### src/rtl/note_pkg.sv
// note_pkg: shared tone table, voice state encoding and counter width
// for the note tone generator.
package note_pkg;
    localparam int CNT_W = 17;

    typedef enum logic [1:0] {
        SILENT = 2'd0,
        PLAY   = 2'd1,
        GAP    = 2'd2
    } voice_state_t;

    // Half-periods in 50 MHz clock cycles, C4 up to C5.
    localparam logic [CNT_W-1:0] HP_TABLE [8] = '{
        17'd95556, 17'd85131, 17'd75843, 17'd71586,
        17'd63776, 17'd56818, 17'd50619, 17'd47778
    };

    function automatic logic [2:0] top_bit(input logic [7:0] n);
        top_bit = 3'd0;
        for (int i = 0; i < 8; i++)
            if (n[i]) top_bit = 3'(i);
    endfunction
endpackage

### src/rtl/tone_voice.sv
// tone_voice: one square-wave voice with a silent articulation gap
// between consecutive different notes.
module tone_voice
    import note_pkg::*;
#(
    parameter int SIM_SHIFT  = 0,
    parameter int GAP_CYCLES = 2500
) (
    input  logic       clock,
    input  logic       reset,
    input  logic [7:0] note,
    output logic       tone,
    output logic       active
);
    localparam int GW = (GAP_CYCLES > 1) ? $clog2(GAP_CYCLES) : 1;

    voice_state_t     state;
    logic             sq;
    logic [2:0]       cur;
    logic [CNT_W-1:0] cnt;
    logic [GW-1:0]    gcnt;
    logic [2:0]       idx;
    logic [CNT_W-1:0] reload_new, reload_cur;

    assign idx        = top_bit(note);
    assign reload_new = (HP_TABLE[idx] >> SIM_SHIFT) - 1'b1;
    assign reload_cur = (HP_TABLE[cur] >> SIM_SHIFT) - 1'b1;
    assign active     = state == PLAY;
    assign tone       = sq & active;

    always_ff @(posedge clock or negedge reset) begin
        if (!reset) begin
            state <= SILENT;
            sq    <= 1'b0;
            cur   <= 3'd0;
            cnt   <= '0;
            gcnt  <= '0;
        end else begin
            case (state)
                SILENT: if (note != 8'd0) begin
                    state <= PLAY;
                    sq    <= 1'b1;
                    cnt   <= reload_new;
                    cur   <= idx;
                end
                PLAY: if (note == 8'd0) begin
                    state <= SILENT;
                    sq    <= 1'b0;
                end else if (idx != cur) begin
                    state <= GAP;
                    sq    <= 1'b0;
                    gcnt  <= GW'(GAP_CYCLES - 1);
                    cur   <= idx;
                end else if (cnt == '0) begin
                    sq  <= ~sq;
                    cnt <= reload_cur;
                end else begin
                    cnt <= cnt - 1'b1;
                end
                GAP: if (note == 8'd0) begin
                    state <= SILENT;
                end else begin
                    cur <= idx;
                    // The tone resumes on whatever note is current when the gap ends.
                    if (gcnt == '0) begin
                        state <= PLAY;
                        sq    <= 1'b1;
                        cnt   <= reload_new;
                    end else begin
                        gcnt <= gcnt - 1'b1;
                    end
                end
                default: state <= SILENT;
            endcase
        end
    end
endmodule

### src/rtl/note_tone_gen.sv
// note_tone_gen: registers the two track note words, gates them by playback
// and track select, and mixes two square-wave voices onto the JA header.
module note_tone_gen
    import note_pkg::*;
#(
    parameter int SIM_SHIFT  = 0,
    parameter int GAP_CYCLES = 2500
) (
    input  logic       clock,
    input  logic       reset,
    input  logic       read,
    input  logic       cs1,
    input  logic       cs2,
    input  logic [7:0] tones1,
    input  logic [7:0] tones2,
    output logic [3:0] ja,
    output logic       active1,
    output logic       active2
);
    logic [7:0] tones1_q, tones2_q;
    logic       cs1_q, cs2_q, read_q;
    logic [7:0] note1, note2;
    logic       tone1, tone2;

    always_ff @(posedge clock or negedge reset) begin
        if (!reset) begin
            tones1_q <= 8'd0;
            tones2_q <= 8'd0;
            cs1_q    <= 1'b0;
            cs2_q    <= 1'b0;
            read_q   <= 1'b0;
        end else begin
            tones1_q <= tones1;
            tones2_q <= tones2;
            cs1_q    <= cs1;
            cs2_q    <= cs2;
            read_q   <= read;
        end
    end

    assign note1 = (read_q && cs1_q) ? tones1_q : 8'd0;
    assign note2 = (read_q && cs2_q) ? tones2_q : 8'd0;

    tone_voice #(.SIM_SHIFT(SIM_SHIFT), .GAP_CYCLES(GAP_CYCLES)) u_voice1 (
        .clock(clock), .reset(reset), .note(note1), .tone(tone1), .active(active1)
    );
    tone_voice #(.SIM_SHIFT(SIM_SHIFT), .GAP_CYCLES(GAP_CYCLES)) u_voice2 (
        .clock(clock), .reset(reset), .note(note2), .tone(tone2), .active(active2)
    );

    // XOR mixing only when both voices sound, so a lone voice passes unchanged.
    assign ja[1] = tone1;
    assign ja[2] = tone2;
    assign ja[3] = active1 | active2;
    assign ja[0] = (active1 && active2) ? (tone1 ^ tone2) : (tone1 | tone2);
endmodule

### config.mk
export PLATFORM = sky130hd
export DESIGN_NAME = note_tone_gen
export DESIGN_NICKNAME = d
export VERILOG_FILES = /design/src/rtl/note_pkg.sv /design/src/rtl/tone_voice.sv /design/src/rtl/note_tone_gen.sv
export SDC_FILE = /design/constraint.sdc
export NUM_CORES = 1
export LEC_CHECK = 0
export ABC_AREA = 1
export CAP_MARGIN = 10
export CELL_PAD_IN_SITES_DETAIL_PLACEMENT = 0
export CELL_PAD_IN_SITES_GLOBAL_PLACEMENT = 1
export CORE_ASPECT_RATIO = 0.7
export CORE_MARGIN = 3
export CORE_UTILIZATION = 45
export DETAILED_ROUTE_END_ITERATION = 8
export PLACE_DENSITY_LB_ADDON = 0.1
export SETUP_SLACK_MARGIN = 0.2
export SYNTH_ARGS = -nofsm -noshare
export SYNTH_HDL_FRONTEND = slang
export SYNTH_SLANG_ARGS = --single-unit
### constraint.sdc
create_clock -name clock -period 2.8 [get_ports clock]
set_input_delay 0.56 -clock clock [delete_from_list [all_inputs] [get_ports clock]]
set_output_delay 0.56 -clock clock [all_outputs]
set_load 0.05 [all_outputs]
==> summary.txt <==
Clock tree
  • Sink Count: 89
  • Skew-Pair Late Insertion Delay: between 0.3 and 0.4 ns
  • CTS tree: built
  • Clock Path Buffers: 2
  • H-tree Lvls: 3
  • Reg clk slew, reported paths: around 0.07 ns
  • Root Buffer: clkbuf_16
  • CTS Buf Count: 9

Setup path
  • Critical Path Sink Type: register
  • Crit Reg-Reg Startpoint: read_q$_DFF_PN0_
  • CP Launch Type: register
  • Worst Path Buf+Inv: 1
  • FF-to-FF End: u_voice1.cnt[12]$_DFFE_PN0P_
  • Worst reg2reg setup slack: approximately 0.27 ns
  • WP depth: 22
  • CP max stage cell: dfrtp_1
  • CP arrival: around 2.8 ns
  • Worst EP required: just over 3 ns
  • Worst R2R Path Depth: 22
  • Crit-path leading delay family: simple AND/OR/NAND/NOR gates
  • Crit Path Category: reg -> reg
  • CP dominant cell by count: nand2_1
  • Crit-path max FO: 8
  • Critical-path cell list: nand2_2 > nor2_1 > nand2_1 > nand2_1 > nand2_2 > nand2_4 > ha_4 > nand2_2 > nand2_1 > nand2_1 > nand2_2 > inv_2 > ha_4 > nand3_4 > nor2_4 > nand2_2 > nor2_4 > nand2_1 > nand2_1 > nand2_1 > nand2_1 > nand2_1
  • Slowest cell delay on critical path: 0.37 ns

Pwr
  • Pwr/cell area: 1151 nW/µm²
  • Sequential share of power: 0.229
  • Clock power share: 0.126
  • Leakage: just over 4 nW
  • Gate power share: 0.645
  • NetSw: around 4.9 mW
  • Switching Fraction: 0.5217
  • Maximum VDD drop: 535.2 µV
  • Internal power: 4.534 mW

Place
  • Dpl cell area: ~7500 µm²
  • RePlAce Congestion: between 0.9 and 1
  • IO Port Bufs: 26
  • Hpwl dp: roughly 14 mm
  • Worst slack at placement: roughly 0.016 ns

Drt
  • Routed wl met3: 1.342 mm
  • DR iter-0 viols: ~500
  • Routed vias: between 6000 and 7000
  • Routed wire length: between 15 and 20 mm
  • Metal2 WL: about 6.5 mm
  • Pre-antenna DRT Iters: 5
  • Post-DR wirelength/cell: roughly 15 µm
  • Number of vias per cell: 5.020
  • DRC violations left: 0
  • Post-DRT Antenna Nets: 0
  • Max Used Layer: met4
  • Wire length on met1: roughly 11 mm

Floorplanning
  • Row cnt: 37
  • Boundary pin count: 27
  • Core Box Area: ~15000 µm²
  • Initial Util: 0.4679
  • Die area: 17050 µm²
  • Chip Height: ~110 µm
  • Die width: ~150 µm

Synthesis
  • Register area share after synthesis: 0.3193
  • Synth top cells by count: nand2_1, inv_1, nor2_1, dfrtp_1, nand3_1
  • Count leader, synth: nand2_1
  • Number of synthesized flops with an enable pin: 0
  • Post-synthesis cell area: approximately 7000 µm²
  • Cells after synthesis: roughly 1000
  • Synth Flop Type: dfrtp_1
  • Top post-synthesis cells by area: dfrtp_1, nand2_1, ha_1, inv_1, nor2_1
  • Area share of the largest cell type after synthesis: 0.3193
  • Async set or reset register ratio after synthesis: 1.000
  • Yosys reg bits: 89
  • Area leader, netlist: dfrtp_1
  • Post-Syn Nets: roughly 1100
  • Synthesized area per cell: about 6.8 µm²
  • Yosys warns: 0
  • Post-synth cell types: 44

Global routing
  • Vias in the first global route: between 5000 and 6000
  • Total track usage: 0.2270
  • Initial antenna violation count: 0
  • Grt ovf: 0
  • Largest net degree at the start of global routing: 56
  • First-pass GRT wire length: 30.37 mm

Layout
  • Final #Nets: 1141
  • ANT cells: 0
  • Ratio of cells with drive above 1 in the final layout: 0.1684
  • Area Overhead vs Synth: 18.05%
  • Design area: 8233 µm²

Run
  • Max-Cap Viols: 0

Timing
  • Final hold slack: between 0.2 and 0.3 ns
  • Final worst slack: between 0.2 and 0.3 ns
  • RSZ-0062 raised after global routing: true
  • Worst-Margin Slew: 0.7489 ns
  • Slew Limit Fails: 0
  • Final min period: roughly 2.5 ns
  • Final hold violations: 0
  • Setup_tns: 0 ns
  • Crit share post-route: 0.9043
  • Final Setup Violations: 0
  • Worst Skew: 0.004756 ns
  • Worst slew margin: 0.5007
  • Max frequency: around 390 MHz

Outcome
  • Outcome: finished clean

Hold path
  • Worst min path class: in -> async
-- placed cells by master (no fill, tap or decap), types with 3 or more instances in the layout --
cell type        netlist  final
nand2_1              305    293
clkbuf_16              0      9
or2_2                  4      4
nor2_2                 9     14
ha_2                   0      3
inv_1                126    120
nor2_1               122    109
nand3_1               87     86
a31oi_2                4      4
ha_4                   0      7
inv_2                 16     21
o21ai_2                3      6
nand2_2               11     19
nand4_1               15     15
clkdlybuf4s50_1        0     20
xnor2_1                6      6
nand3b_1               5      5
o21ai_0               56     54
ha_1                  38     28
nor3_1                 8      7
buf_12                 0      4
nor2_4                11     20
xor2_1                17     17
o21ai_1               22     21
nand2_8                2      3
dfrtp_1               89     88
a31oi_1                5      5
o31ai_1                9      9
o21bai_1               3      3
nand2_4                3      6
buf_6                  6      5
a21oi_1                7      5
buf_4                  8     39
-- final cells by class --
type	instances	area, µm²
Fill cell	1495	6674
Multi-Input combinational cell	770	4295
Sequential cell	89	2228
Timing Repair Buffer	68	629.4
Inverter	144	550.5
Clock buffer	13	260.3
Tap cell	195	244.0
Clock inverter	3	25.02
-- how the worst max path moves through the flow --
stage / end / start / slack [ns]
floorplan: u_voice1.cnt[12]$_DFFE_PN0P_ / u_voice1.state[1]$_DFFE_PN0P_ / 0.24
global placement: u_voice1.cnt[12]$_DFFE_PN0P_ / read_q$_DFF_PN0_ / 0.09
detailed placement: u_voice1.cnt[12]$_DFFE_PN0P_ / read_q$_DFF_PN0_ / 0.02
CTS: u_voice1.cnt[12]$_DFFE_PN0P_ / read_q$_DFF_PN0_ / 0.19
global route: u_voice1.cnt[12]$_DFFE_PN0P_ / read_q$_DFF_PN0_ / 0.08
finish: u_voice1.cnt[12]$_DFFE_PN0P_ / read_q$_DFF_PN0_ / 0.27
-- registers in the layout, summed over array words and instances, names as in the netlist --
register / count
u_voice1.cur: 3
u_voice2.sq: 1
tones2_q: 8
tones1_q: 8
u_voice1.gcnt: 12
u_voice1.cnt: 17
u_voice2.gcnt: 12
read_q: 1
u_voice2.state: 2
u_voice1.sq: 1
u_voice2.cur: 3
cs2_q: 1
u_voice2.cnt: 17
u_voice1.state: 2
cs1_q: 1
-- logic make-up (layout without fill, tap and decap cells) --
kind of cell | Yosys count | after routing | share of synthesized area
AO/OA/AOI/OAI | 118 | 118 | 0.1010
XOR/XNOR | 23 | 23 | 0.02888
adder cells (fa/ha/maj) | 38 | 38 | 0.06817
buffers and inverters | 174 | 228 | 0.1071
flip-flops | 89 | 89 | 0.3193
AND/OR/NAND/NOR | 590 | 591 | 0.3755
-- worst register-to-register path, delay by kind of cell, from the launching register on --
kind	cells	cell delay [ns]
simple gates	19	1.61
buf+inv	1	0.09
fa+ha+maj	2	0.37
flops	1	0.37
-- per-stage QoR --
stage | total power, mW | utilization | cells
finish | 9.479 | 0.5523 | 1282
global route | 10.41 | 0.5523 | 1282
CTS | 9.161 | 0.5300 | 1271
detailed placement | 7.804 | 0.5055 | 1249
global placement | 7.828 | 0.5055 | 1249
floorplan | 6.397 | - | 1032
-- metal layers --
layer	vias up	GRT usage
met5	-	0
met4	0	0.03718
met3	10	0.06438
met2	165	0.2737
met1	2909	0.3838
li1	3351	-
-- power by group through the flow --
| stage | Sequential, mW | Combinational [mW] | Clock [mW] |
|---|---|---|---|
| after global placement | 2.16 | 5.66 | 0 |
| after detailed placement | 2.17 | 5.64 | 0 |
| after floorplan | 2.06 | 4.34 | 0 |
| after global routing | 2.23 | 6.90 | 1.28 |
| after CTS | 2.15 | 5.78 | 1.23 |
| final | 2.17 | 6.12 | 1.19 |
-- what timing repair did --
action / 4_1_cts / 5_1_grt
hold buffers: 0 / 0
hold endpoints to repair: 0 / 0
setup buffers: 5 / 11
setup endpoints to repair: 13 / 27
cloned: 1 / 0
pin swaps: 6 / 27
resized for setup: 11 / 64
No activity file was read; power rests on OpenSTA's default activity.
